File: config.mk
export PLATFORM = sky130hd
export DESIGN_NAME = imem_loader_flat
export DESIGN_NICKNAME = d
export VERILOG_FILES = /design/src/rtl/imem_loader_pkg.sv /design/src/rtl/imem_loader_if.sv /design/src/rtl/imem_loader_word_packer.sv /design/src/rtl/imem_loader.sv /design/src/flat_wrapper.sv
export SDC_FILE = /design/constraint.sdc
export NUM_CORES = 1
export LEC_CHECK = 0
export CORE_MARGIN = 4
export CORE_UTILIZATION = 49
export DETAILED_ROUTE_END_ITERATION = 8
export PLACE_DENSITY = 0.75
export SYNTH_ARGS = -nofsm -noshare
export SYNTH_HDL_FRONTEND = slang
export SYNTH_SLANG_ARGS = --single-unit
File: constraint.sdc
create_clock -name clk -period 2.01 [get_ports clk]
set_input_delay 0.3015 -clock clk [delete_from_list [all_inputs] [get_ports clk]]
set_output_delay 0.3015 -clock clk [all_outputs]
set_load 0.005 [all_outputs]
File: src/rtl/imem_loader_pkg.sv
// Shared definitions for the instruction-memory loader: word geometry,
// the frame start marker, the FSM state encoding and a frame-length helper.
package imem_loader_pkg;

    localparam int         WORD_W    = 32;
    localparam int         BYTE_W    = 8;
    localparam logic [7:0] SYNC_BYTE = 8'hA5;

    typedef enum logic [2:0] {
        ST_IDLE,
        ST_COUNT,
        ST_DATA,
        ST_WRITE,
        ST_CHECK,
        ST_ERR
    } state_t;

    // A word count is usable when it is non-zero and fits the memory.
    function automatic logic count_ok(input logic [7:0] n, input int depth);
        return (n != 8'd0) && (int'(n) <= depth);
    endfunction

endpackage

File: src/rtl/imem_loader_if.sv
// Byte-stream input and instruction-memory write port of the loader.
// master: the loader itself; slave: the stream source / memory side.
interface imem_loader_if #(
    parameter int ADDR_W = 6
);
    import imem_loader_pkg::*;

    logic                in_valid;
    logic [BYTE_W-1:0]   in_data;
    logic                in_ready;
    logic                mem_we;
    logic [ADDR_W-1:0]   mem_addr;
    logic [WORD_W-1:0]   mem_wdata;
    logic                cpu_hold;
    logic                done;
    logic                err;

    modport master (
        input  in_valid, in_data,
        output in_ready, mem_we, mem_addr, mem_wdata, cpu_hold, done, err
    );

    modport slave (
        output in_valid, in_data,
        input  in_ready, mem_we, mem_addr, mem_wdata, cpu_hold, done, err
    );

endinterface

File: src/rtl/imem_loader_word_packer.sv
// Little-endian byte-to-word packer. word_nxt is the current word with the
// incoming byte already inserted, so the loader can register the complete
// word on the same edge that accepts the 4th byte; full flags that edge.
module imem_loader_word_packer
    import imem_loader_pkg::*;
(
    input  logic              clk,
    input  logic              reset,
    input  logic              clear,
    input  logic              load,
    input  logic [BYTE_W-1:0] byte_in,
    output logic [WORD_W-1:0] word_nxt,
    output logic              full
);

    logic [1:0]        idx;
    logic [WORD_W-1:0] word_q;

    // Insert the incoming byte into its lane of the held word.
    always_comb begin
        word_nxt                 = word_q;
        word_nxt[8*idx +: 8]     = byte_in;
    end

    assign full = load && (idx == 2'd3);

    // Lane index and partial word; cleared while the finished word is written.
    always_ff @(posedge clk) begin
        if (!reset) begin
            idx    <= 2'd0;
            word_q <= '0;
        end else if (clear) begin
            idx    <= 2'd0;
            word_q <= '0;
        end else if (load) begin
            idx    <= idx + 2'd1;
            word_q <= word_nxt;
        end
    end

endmodule

File: src/rtl/imem_loader.sv
// Instruction-memory loader: parses SYNC, N, 4*N data bytes, CHK frames,
// writes packed words to consecutive word indices and holds the CPU while
// a frame is in flight.
//
//  state | meaning
//  IDLE  | waiting for SYNC, other bytes dropped
//  COUNT | taking the word count N
//  DATA  | collecting bytes of the current word
//  WRITE | one-cycle memory write, input stalled
//  CHECK | taking and comparing the checksum byte
//  ERR   | one-cycle error exit, input stalled
module imem_loader
    import imem_loader_pkg::*;
#(
    parameter int         ADDR_W    = 6,
    parameter logic [7:0] SYNC_CODE = SYNC_BYTE
) (
    input  logic        clk,
    input  logic        reset,
    imem_loader_if.master bus
);

    localparam int DEPTH = 1 << ADDR_W;
    localparam int WL_W  = ADDR_W + 1;

    state_t            state;
    logic [WL_W-1:0]   words_left;
    logic [BYTE_W-1:0] chk;

    logic              accept;
    logic              pk_load;
    logic              pk_clear;
    logic              pk_full;
    logic [WORD_W-1:0] pk_word_nxt;

    assign accept   = bus.in_valid && bus.in_ready;
    assign pk_load  = accept && (state == ST_DATA);
    assign pk_clear = (state == ST_WRITE) || (state == ST_IDLE);

    imem_loader_word_packer u_packer (
        .clk      (clk),
        .reset    (reset),
        .clear    (pk_clear),
        .load     (pk_load),
        .byte_in  (bus.in_data),
        .word_nxt (pk_word_nxt),
        .full     (pk_full)
    );

    // Frame FSM; every output is registered, in_ready is set for the state
    // being entered so it is already correct in that state's first cycle.
    always_ff @(posedge clk) begin
        if (!reset) begin
            state         <= ST_IDLE;
            words_left    <= '0;
            chk           <= '0;
            bus.in_ready  <= 1'b0;
            bus.mem_we    <= 1'b0;
            bus.mem_addr  <= '0;
            bus.mem_wdata <= '0;
            bus.cpu_hold  <= 1'b0;
            bus.done      <= 1'b0;
            bus.err       <= 1'b0;
        end else begin
            bus.mem_we <= 1'b0;
            bus.done   <= 1'b0;
            case (state)
                ST_IDLE: begin
                    bus.in_ready <= 1'b1;
                    if (accept && bus.in_data == SYNC_CODE) begin
                        state        <= ST_COUNT;
                        bus.cpu_hold <= 1'b1;
                        bus.err      <= 1'b0;
                        bus.mem_addr <= '0;
                        chk          <= '0;
                    end
                end
                ST_COUNT: begin
                    if (accept) begin
                        if (count_ok(bus.in_data, DEPTH)) begin
                            words_left <= WL_W'(bus.in_data);
                            state      <= ST_DATA;
                        end else begin
                            bus.in_ready <= 1'b0;
                            state        <= ST_ERR;
                        end
                    end
                end
                ST_DATA: begin
                    if (accept) begin
                        chk <= chk ^ bus.in_data;
                        if (pk_full) begin
                            bus.mem_we    <= 1'b1;
                            bus.mem_wdata <= pk_word_nxt;
                            bus.in_ready  <= 1'b0;
                            state         <= ST_WRITE;
                        end
                    end
                end
                ST_WRITE: begin
                    // Address wraps to 0 after a full-depth image; harmless,
                    // the frame moves on to CHECK.
                    bus.mem_addr <= bus.mem_addr + 1'b1;
                    words_left   <= words_left - 1'b1;
                    bus.in_ready <= 1'b1;
                    if (words_left == WL_W'(1))
                        state <= ST_CHECK;
                    else
                        state <= ST_DATA;
                end
                ST_CHECK: begin
                    if (accept) begin
                        if (bus.in_data == chk) begin
                            bus.done     <= 1'b1;
                            bus.cpu_hold <= 1'b0;
                            state        <= ST_IDLE;
                        end else begin
                            bus.in_ready <= 1'b0;
                            state        <= ST_ERR;
                        end
                    end
                end
                ST_ERR: begin
                    bus.err      <= 1'b1;
                    bus.cpu_hold <= 1'b0;
                    bus.in_ready <= 1'b1;
                    state        <= ST_IDLE;
                end
                default: begin
                    bus.in_ready <= 1'b0;
                    state        <= ST_IDLE;
                end
            endcase
        end
    end

endmodule

File: src/flat_wrapper.sv
// flat-port wrapper written by rule: the top's interface ports become plain ports
module imem_loader_flat import imem_loader_pkg::*;
#(
    parameter int         ADDR_W    = 6,
    parameter logic [7:0] SYNC_CODE = SYNC_BYTE
)
  (clk, reset, bus_in_valid, bus_in_data, bus_in_ready, bus_mem_we, bus_mem_addr, bus_mem_wdata, bus_cpu_hold, bus_done, bus_err);
  imem_loader_if #(.ADDR_W(ADDR_W)) bus_i ();
  input  logic clk;
  input  logic reset;
  input wire logic [$bits(bus_i.in_valid)-1:0] bus_in_valid;
  input wire logic [$bits(bus_i.in_data)-1:0] bus_in_data;
  output wire logic [$bits(bus_i.in_ready)-1:0] bus_in_ready;
  output wire logic [$bits(bus_i.mem_we)-1:0] bus_mem_we;
  output wire logic [$bits(bus_i.mem_addr)-1:0] bus_mem_addr;
  output wire logic [$bits(bus_i.mem_wdata)-1:0] bus_mem_wdata;
  output wire logic [$bits(bus_i.cpu_hold)-1:0] bus_cpu_hold;
  output wire logic [$bits(bus_i.done)-1:0] bus_done;
  output wire logic [$bits(bus_i.err)-1:0] bus_err;
  assign bus_i.in_valid = bus_in_valid;
  assign bus_i.in_data = bus_in_data;
  assign bus_in_ready = bus_i.in_ready;
  assign bus_mem_we = bus_i.mem_we;
  assign bus_mem_addr = bus_i.mem_addr;
  assign bus_mem_wdata = bus_i.mem_wdata;
  assign bus_cpu_hold = bus_i.cpu_hold;
  assign bus_done = bus_i.done;
  assign bus_err = bus_i.err;
  imem_loader #(.ADDR_W(ADDR_W), .SYNC_CODE(SYNC_CODE)) u_core (.clk(clk), .reset(reset), .bus(bus_i));
endmodule
==> flow_summary.yaml, run 1 <==
outcome:
  status: "finished clean"
floorplanning:
  pin_count: 54
  fp.dieW_um: 99.1
  core_um2: 7890
  die_area_um2: 9820
  start_util_pct: 51.5
  rows: 32
  die_h_um: 99.1
routing:
  first_pass_iters: 5
  dr_total_vias: 3844
  first_iter_violations: 263
  wl_per_cell_um: 16.6
  ant_nets: 0
  vias_per_cell: 5.86
  drc: 0
  wirelength_um: 10900
logic_synthesis:
  syn_avg_cell_area_um2: 8.54
  synthDistinctLibCells: 55
  synth_top_flop_cell: "dfxtp_1"
  ys.warnings.count: 0
  synth-edff-count: 0
  synthArstFlopShare_pct: 0
  synthCells: 476
  yosysSeqAreaShare_pct: 42.8
  synth_fp_nets: 495
  synthesis.area_um2: 4070
  synth-seq-cells: 87
setup_path:
  crit_type: "in2reg"
  cp-start-kind: "input pin"
  arrival_ns: 2.22
  r2r_end: "u_core.u_packer.word_q[9]"
  r2r_cells: 6
  worst_setup_path_end_kind: "flop"
  rrSetupSlack_ns: 0.15
  worstPathMaxFanout: 6
  cp-startpoint: "bus_in_data[3]"
  r2r-start: "u_core.u_packer.idx[1]"
  cp.required_ns: 2.26
min_path:
  min_from: "u_core.bus.mem_wdata[28]"
  hold_depth: 2
  hold_end: "u_core.bus.mem_wdata[28]"
  hold_class: "reg2reg"
timing:
  relSlewSlack_pct: 62.3
  setup_violations: 0
  post-route-min-period_ns: 1.97
  holdWs_ns: 0.469
  period_share_pct: 97.9
  setup_tns_ns: 0
  worst_pin_slew_ns: 0.563
  hold_viol: 0
  clock_skew_ns: 0.0234
  slew_viol_final: 0
  timing.fmax_mhz: 508
  fin_ws_ns: 0.0415
clocking:
  clk_pin_slew_ns: 0.09
  cts_tree: "built"
  cts-root-buf: "clkbuf_8"
  clk_latency_ns: 0.37
  h-tree-depth: 3
  numCtsBuffers: 9
  cts.sinks: 87
  cts.hold.buffers_added: 0
  clock_path_buffers: 2
placed_design:
  post_dp_cell_area_um2: 4940
  port_buffers: 53
  gp_congestion: 0.862
  detailed_place_hpwl_um: 7660
  dp.cells: 639
  pre_cts_ws_ns: -0.339
global_routing:
  grt_pass1_vias: 3753
  grt_overflow: 0
  antenna_found_initial: 0
  grt_usage_pct: 22.2
  grt_pass1_wl_um: 17900
  grt_max_degree: 40
final_layout:
  final_util_pct: 66.1
  nFillCells: 633
  drive_gt1_share_pct: 13.9
  nets: 568
  design_area_um2: 5220
  final_cells: 656
  mostFrequentLayoutCells: "dfxtp_1 (87), nor2_1 (54), nand2_1 (53), clkdlybuf4s50_1 (53), buf_4 (44)"
  mostFrequentLayoutCell: "dfxtp_1"
  n_antenna_cell: 0
  area_growth_pct: 28.3
job:
  maxCapViolCount: 0
pwr:
  power.density_nw_per_um2: 640
  power_mw: 3.34
  p_leak_nw: 2.16
  ir_drop_v: 0.000464
[worst max path at each step]
stage	endpoint
after CTS	u_core.words_left[0]
final	u_core.words_left[0]
after global placement	u_core.words_left[0]
after floorplan	u_core.u_packer.word_q[10]
after detailed placement	u_core.words_left[0]
after global routing	u_core.u_packer.word_q[15]
[registers in the layout, summed over array words and instances, names as in the netlist]
| name | flops |
|---|---|
| u_core.bus.mem_wdata | 32 |
| u_core.u_packer.word_q | 24 |
| u_core.chk | 8 |
| u_core.words_left | 7 |
| u_core.bus.mem_addr | 6 |
| u_core.state | 3 |
| u_core.u_packer.idx | 2 |
| u_core.bus.cpu_hold | 1 |
| u_core.bus.done | 1 |
| u_core.bus.err | 1 |
| u_core.bus.in_ready | 1 |
| u_core.bus.mem_we | 1 |
[cell usage after synthesis (all sizes together), types with 5 or more instances]
| cell | count | share of area, % |
|---|---|---|
| dfxtp | 87 | 43 |
| nor2 | 54 | 5.0 |
| nand2 | 53 | 4.9 |
| clkbuf | 34 | 3.1 |
| o211a | 23 | 5.7 |
| a21oi | 18 | 2.2 |
| nor3 | 17 | 2.2 |
| a22oi | 16 | 3.0 |
| o21ai | 16 | 2.0 |
| a211oi | 15 | 2.8 |
| nor2b | 12 | 1.8 |
| xor2 | 11 | 2.4 |
| inv | 10 | 0.92 |
| a21boi | 9 | 1.7 |
| a221oi | 9 | 1.9 |
| nor4 | 9 | 1.5 |
| ha | 8 | 2.5 |
| nand3 | 8 | 0.98 |
| a21o | 7 | 1.3 |
| buf | 5 | 0.83 |
| or3 | 5 | 0.89 |
[worst max-delay path, stage by stage]
cell and delay (ns):
clkdlybuf4s50_1 0.47, or3_4 0.44, nor4_2 0.26, buf_4 0.17, nor3_4 0.04, buf_6 0.14
o211a_1 0.20, a41o_1 0.19
[area by class of cell]
type                    instances  area [um2]  area share [%]
inverters                      10        37.5           0.720
well taps                     102         128            2.45
flip-flops and latches         87        1740            33.4
repair buffers                101         917            17.6
clock inverters                 6        75.1            1.44
multi-input cells             340        2180            41.8
clock buffers                  10         138            2.64
[metal layers]
metal | wire length, um | global-route usage (%) | share of wire (%)
met1 | 4900 | 28.9 | 45
met2 | 5250 | 37.1 | 48
met3 | 594 | 4.25 | 5.4
met4 | 165 | 7.04 | 1.5
met5 | 0 | 0 | 0
[report_power, final]
| group | total (mW) | internal, mW | leakage, nW | switching (mW) |
|---|---|---|---|---|
| sequential | 1.74 | 1.73 | 0.701 | 0.00877 |
| clock | 1.32 | 0.628 | 0.105 | 0.696 |
| combinational | 0.272 | 0.109 | 1.35 | 0.163 |
| total | 3.34 | 2.47 | 2.16 | 0.868 |
[cell families after synthesis]
| group | synth area share [%] |
|---|---|
| simple gates | 20.8 |
| compound gates | 25.2 |
| flops | 42.8 |
| buf+inv | 4.89 |
| xor+xnor | 3.02 |
| fa+ha+maj | 2.46 |
| mux | 0.769 |
[repair_timing]
action                                 4_1_cts  5_1_grt
setup endpoints to repair                   15       10
buffers inserted                             0        0
pin swaps                                    0        1
endpoints found under the hold margin        0        0
gates resized for setup                      1        8
cloned                                       0        1
Power figures use the tool's default switching activity.
==> inputs of run 2 (changes only) <==
Settings changed: CAP_MARGIN set to 20, PLACE_DENSITY 0.75 to unset, PLACE_DENSITY_LB_ADDON set to 0.08, REMOVE_ABC_BUFFERS set to 1.
==> run 2 against run 1 <==
Against the previous run:
- hold slack worse by 0.011 ns
- clock skew down 0.012 ns
- setup slack is essentially flat
- total power fell by 5.2%
- sequential power about the same
- combinational power rose by 1%
- first-iteration DRC count fell by 37%
- die area unchanged
- via count down 2.5%
- flip-flop and latch count is the same
- clock power fell by 13%
- final area shrank 1.2%
- critical path type unchanged
- largest power group unchanged
==> flow_summary.yaml, run 2 (synthesized netlist as in run 1, its figures left out) <==
timing:
  clock_skew_ns: 0.0113
  period_share_pct: 97.9
  timing.fmax_mhz: 508
  relSlewSlack_pct: 67.0
  holdWs_ns: 0.458
  setup_violations: 0
  setup_tns_ns: 0
  post-route-min-period_ns: 1.97
  worst_pin_slew_ns: 0.494
  slew_viol_final: 0
  hold_viol: 0
placed_design:
  post_dp_cell_area_um2: 4930
  detailed_place_hpwl_um: 7430
  port_buffers: 53
  gp_congestion: 0.881
global_routing:
  grt_pass1_vias: 3618
  grt_pass1_wl_um: 18300
  grt_overflow: 0
  grt_max_degree: 37
  grt_usage_pct: 22.9
  antenna_found_initial: 0
final_layout:
  nets: 563
  mostFrequentLayoutCell: "dfxtp_1"
  multiInputGateArea_um2: 2160
  design_area_um2: 5150
  mostFrequentLayoutCells: "dfxtp_1 (86), nor2_1 (54), nand2_1 (53), clkdlybuf4s50_1 (51), buf_4 (39)"
  drive_gt1_share_pct: 12.6
  largest_reg_flops: 32
  layout.area.seq_um2: 1740
  nFillCells: 678
  n_antenna_cell: 0
  reg.largest.list: "u_core.bus.mem_wdata x32, u_core.u_packer.word_q x24, u_core.chk x8"
  area_growth_pct: 26.8
  top_register: "u_core.bus.mem_wdata"
  final_util_pct: 65.4
routing:
  wl_per_cell_um: 16.4
  drc: 0
  dr_total_vias: 3748
  wirelength_um: 10700
  vias_per_cell: 5.76
  ant_nets: 0
  first_pass_iters: 5
  first_iter_violations: 167
floorplanning:
  rows: 32
  die_area_um2: 9820
  pin_count: 54
  die_h_um: 99.1
  start_util_pct: 51.5
  fp.dieW_um: 99.1
  core_um2: 7890
pwr:
  p_sw_uw: 836
  ir_drop_v: 0.000403
  power_mw: 3.16
  p_leak_nw: 2.15
  power_frac_seq_pct: 55.0
  swShare_pct: 26.4
  pwr-share-comb_pct: 8.7
  power.density_nw_per_um2: 614
  power.share.clock_pct: 36.3
  p_int_mw: 2.33
setup_path:
  crit_slowest_cell: "clkdlybuf4s50_1"
  arrival_ns: 2.22
  cp.required_ns: 2.27
  worstPathCellList: "clkdlybuf4s50_1 > or3_4 > nor4_2 > buf_4 > nor3_2 > buf_4 > o211a_1 > a41o_1"
  cp.buffers_inverters: 3
  worstPathMaxFanout: 11
  cpPeakStageDelay_ns: 0.47
  cpMostUsedCell: "buf_4"
  worst_setup_path_end_kind: "flop"
  critical-path-top-delay-family: "buffers and inverters"
  cp-start-kind: "input pin"
  crit_type: "in2reg"
clocking:
  cts.hold.buffers_added: 0
  clk_pin_slew_ns: 0.09
  cts-root-buf: "clkbuf_8"
  numCtsBuffers: 9
  clk_latency_ns: 0.36
  cts.sinks: 87
  clock_path_buffers: 2
  h-tree-depth: 3
  cts_tree: "built"
min_path:
  hold_class: "in2reg"
job:
  maxCapViolCount: 0
outcome:
  status: "finished clean"
-- run 2: cell count changes in the layout (fill, tap and decap cells not counted), moves of 2 or more --
cell	previous run	this run
buf_12	2	4
buf_4	44	39
clkdlybuf4s50_1	53	51
clkinv_2	0	2
dlymetal6s2s_1	0	2
nor3_1	14	16
nor4_1	3	5
nor4_2	6	3
-- run 2: layer usage --
metal  vias up  share of wire [%]  track usage (%)
met4         0                1.7             7.35
li1       1847                  -                -
met3        14                5.5             4.88
met2       106                 46             35.3
met1      1781                 47             31.9
met5         -                  0                0
-- run 2: path summary, 6_finish.rpt --
| kind | endpoint | start | cells after the start | slack (ns) |
|---|---|---|---|---|
| worst min-delay path | u_core.bus.mem_wdata[28] | bus_in_data[4] | 4 | 0.46 |
| worst max register to register | u_core.bus.mem_wdata[25] | u_core.u_packer.idx[1] | 7 | 0.20 |
| worst max-delay path | u_core.words_left[0] | bus_in_data[2] | 8 | 0.04 |
| worst min register to register | u_core.bus.mem_wdata[31] | u_core.bus.mem_wdata[31] | 2 | 0.46 |
-- run 2: per-stage QoR --
step	setup WS, ns	std cells
2_1_floorplan	-0.339	437
3_3_place_gp	-0.340	634
3_5_place_dp	-0.416	634
4_1_cts	0.00449	650
5_1_grt	-0.0233	651
6_report	0.0415	651
-- run 2: layout make-up --
| class | count | share of cell area [%] |
|---|---|---|
| multi-input combinational | 340 | 41.8 |
| sequential | 87 | 33.8 |
| timing repair buffer | 96 | 17.6 |
| clock buffer | 10 | 2.67 |
| tap | 102 | 2.48 |
| clock inverter | 6 | 0.850 |
| inverter | 10 | 0.728 |
-- run 2: what timing repair did --
item                                    4_1_cts  5_1_grt
endpoints found under the setup margin        8       44
gates cloned                                  0        0
hold endpoints to repair                      0        0
pin swaps                                     0        2
resized for setup                             1        7
buffers inserted                              0        1
-- run 2: worst register-to-register path: cells and delay by family (launching register included) --
kind            cells  cell delay [ns]
fa+ha+maj           1             0.25
flops               1             0.40
compound gates      1             0.15
buf+inv             1             0.21
simple gates        4             0.72
-- run 2: power groups by stage --
stage / sequential [mW] / clock, mW / combinational, mW
6_report: 1.74 / 1.15 / 0.276
2_1_floorplan: 1.78 / 0 / 0.0953
4_1_cts: 1.74 / 1.18 / 0.268
3_3_place_gp: 1.78 / 0 / 0.266
3_5_place_dp: 1.78 / 0 / 0.266
5_1_grt: 1.74 / 1.26 / 0.297
==> inputs of run 3 (changes only) <==
Settings changed: PLACE_DENSITY_LB_ADDON 0.08 to 0.05.
==> run 3 against run 2 <==
Against the previous run:
- total power down 0.15%
- setup slack improved by 0.0026 ns
- clock-buffer cell count down 1
- critical path depth unchanged
- routed wire length rose by 1.3%
- first-iteration DRC count rose by 1.8%
- clock skew shrank 0.0019 ns
- utilization fell by 0.62 points
- fmax up 0.13%
- hold slack improved by 0.012 ns
- largest cell class unchanged
==> flow_summary.yaml, run 3 (synthesized netlist as in run 1, its figures left out) <==
setup_path:
  rrSetupSlack_ns: 0.22
  cpMostUsedCell: "buf_4"
  worstPathCellList: "clkdlybuf4s50_1 > or3_4 > nor4_1 > buf_4 > nor3_2 > buf_4 > o211a_1 > a41o_1"
  crit_type: "in2reg"
  cpPeakStageDelay_ns: 0.46
  worst_setup_path_end_kind: "flop"
  cp.buffers_inverters: 3
  crit_slowest_cell: "clkdlybuf4s50_1"
  arrival_ns: 2.23
  critical-path-top-delay-family: "buffers and inverters"
  cp.required_ns: 2.27
  cp-start-kind: "input pin"
  worstPathMaxFanout: 12
final_layout:
  drive_gt1_share_pct: 12.1
  mostFrequentLayoutCells: "dfxtp_1 (87), nor2_1 (54), nand2_1 (52), clkdlybuf4s50_1 (51), buf_4 (37)"
  nets: 560
  final_util_pct: 64.7
  largest_reg_flops: 32
  mostFrequentLayoutCell: "dfxtp_1"
  reg.largest.list: "u_core.bus.mem_wdata x32, u_core.u_packer.word_q x24, u_core.chk x8"
  nFillCells: 669
  top_register: "u_core.bus.mem_wdata"
  n_antenna_cell: 0
  area_growth_pct: 25.6
floorplanning:
  rows: 32
  die_h_um: 99.1
  fp.dieW_um: 99.1
  die_area_um2: 9820
  pin_count: 54
  start_util_pct: 51.5
  core_um2: 7890
timing:
  fin_ws_ns: 0.0441
  setup_tns_ns: 0
  rsz0062_at_grt: "no"
  period_share_pct: 97.8
  clock_skew_ns: 0.00936
  slew_viol_final: 0
  timing.fmax_mhz: 509
  relSlewSlack_pct: 65.7
  hold_viol: 0
  post-route-min-period_ns: 1.97
  worst_pin_slew_ns: 0.515
  setup_violations: 0
clocking:
  cts-root-buf: "clkbuf_8"
  clk_latency_ns: 0.36
  h-tree-depth: 3
  clk_pin_slew_ns: 0.09
  clock_path_buffers: 2
  numCtsBuffers: 9
  cts_tree: "built"
  cts.sinks: 87
global_routing:
  grt_usage_pct: 22.6
  grt_pass1_vias: 3658
  antenna_found_initial: 0
  grt_overflow: 0
  grt_pass1_wl_um: 17900
  grt_max_degree: 40
min_path:
  hold_class: "reg2reg"
placed_design:
  port_buffers: 53
  pre_cts_ws_ns: -0.423
  detailed_place_hpwl_um: 7590
  gp_congestion: 0.904
routing:
  ant_nets: 0
  vias_per_cell: 5.78
  wirelength_um: 10800
  drc: 0
  first_iter_violations: 170
  wl_per_cell_um: 16.7
  first_pass_iters: 5
  dr_total_vias: 3748
outcome:
  status: "finished clean"
job:
  maxCapViolCount: 0
pwr:
  p_leak_nw: 2.12
  power.density_nw_per_um2: 619
  ir_drop_v: 0.000399
-- run 3: routing by layer --
| layer | GRT usage [%] | vias to the layer above | part of all wire, % |
|---|---|---|---|
| met5 | 0 | - | 0 |
| met4 | 10.1 | 0 | 2.5 |
| met3 | 4.18 | 21 | 4.4 |
| met2 | 36.7 | 109 | 47 |
| met1 | 29.1 | 1769 | 46 |
| li1 | - | 1849 | - |
-- run 3: layout make-up --
class                   count  area [um2]  area share, %
clock buffers               9         124           2.43
clock inverters             7        56.3           1.10
inverters                  10        37.5          0.735
multi-input cells         340        2150           42.0
flip-flops and latches     87        1740           34.1
well taps                 102         128           2.50
repair buffers             93         873           17.1
-- run 3: what timing repair did --
action                                  in CTS  in global routing
setup buffers                                0                  0
hold buffers                                 0                  0
endpoints found under the setup margin       3                 15
resized for setup                            2                  5
pin swaps                                    0                  1
-- run 3: tightest hold or removal path, delay by kind of cell, from the launching register on --
family             cells  cell delay, ns
DFF                    1            0.32
and+or+nand+nor        1            0.05
AOI/OAI and AO/OA      1            0.06
-- run 3: final timing paths --
| kind | start | endpoint | cells after the start |
|---|---|---|---|
| worst max-delay path | bus_in_data[3] | u_core.words_left[0] | 8 |
| worst min-delay path | u_core.bus.mem_wdata[25] | u_core.bus.mem_wdata[25] | 2 |
| worst max register to register | u_core.u_packer.idx[1] | u_core.u_packer.word_q[22] | 6 |
| worst min register to register | u_core.bus.mem_wdata[25] | u_core.bus.mem_wdata[25] | 2 |
-- run 3: report_power, final --
group | internal [mW] | switching, mW | leakage [nW]
sequential | 1.73 | 0.0124 | 0.701
clock | 0.464 | 0.689 | 0.0842
combinational | 0.104 | 0.158 | 1.33
-- run 3: through the flow --
step | std cells | power (mW) | hold slack [ns] | instance area [um2]
final | 648 | 3.16 | 0.470 | 5110
after global routing | 648 | 3.29 | 0.468 | 5110
after CTS | 648 | 3.18 | 0.473 | 5090
after detailed placement | 632 | 2.04 | 0.460 | 4900
after global placement | 632 | 2.04 | 0.453 | 4900
after floorplan | 437 | 1.88 | 0.415 | 3900
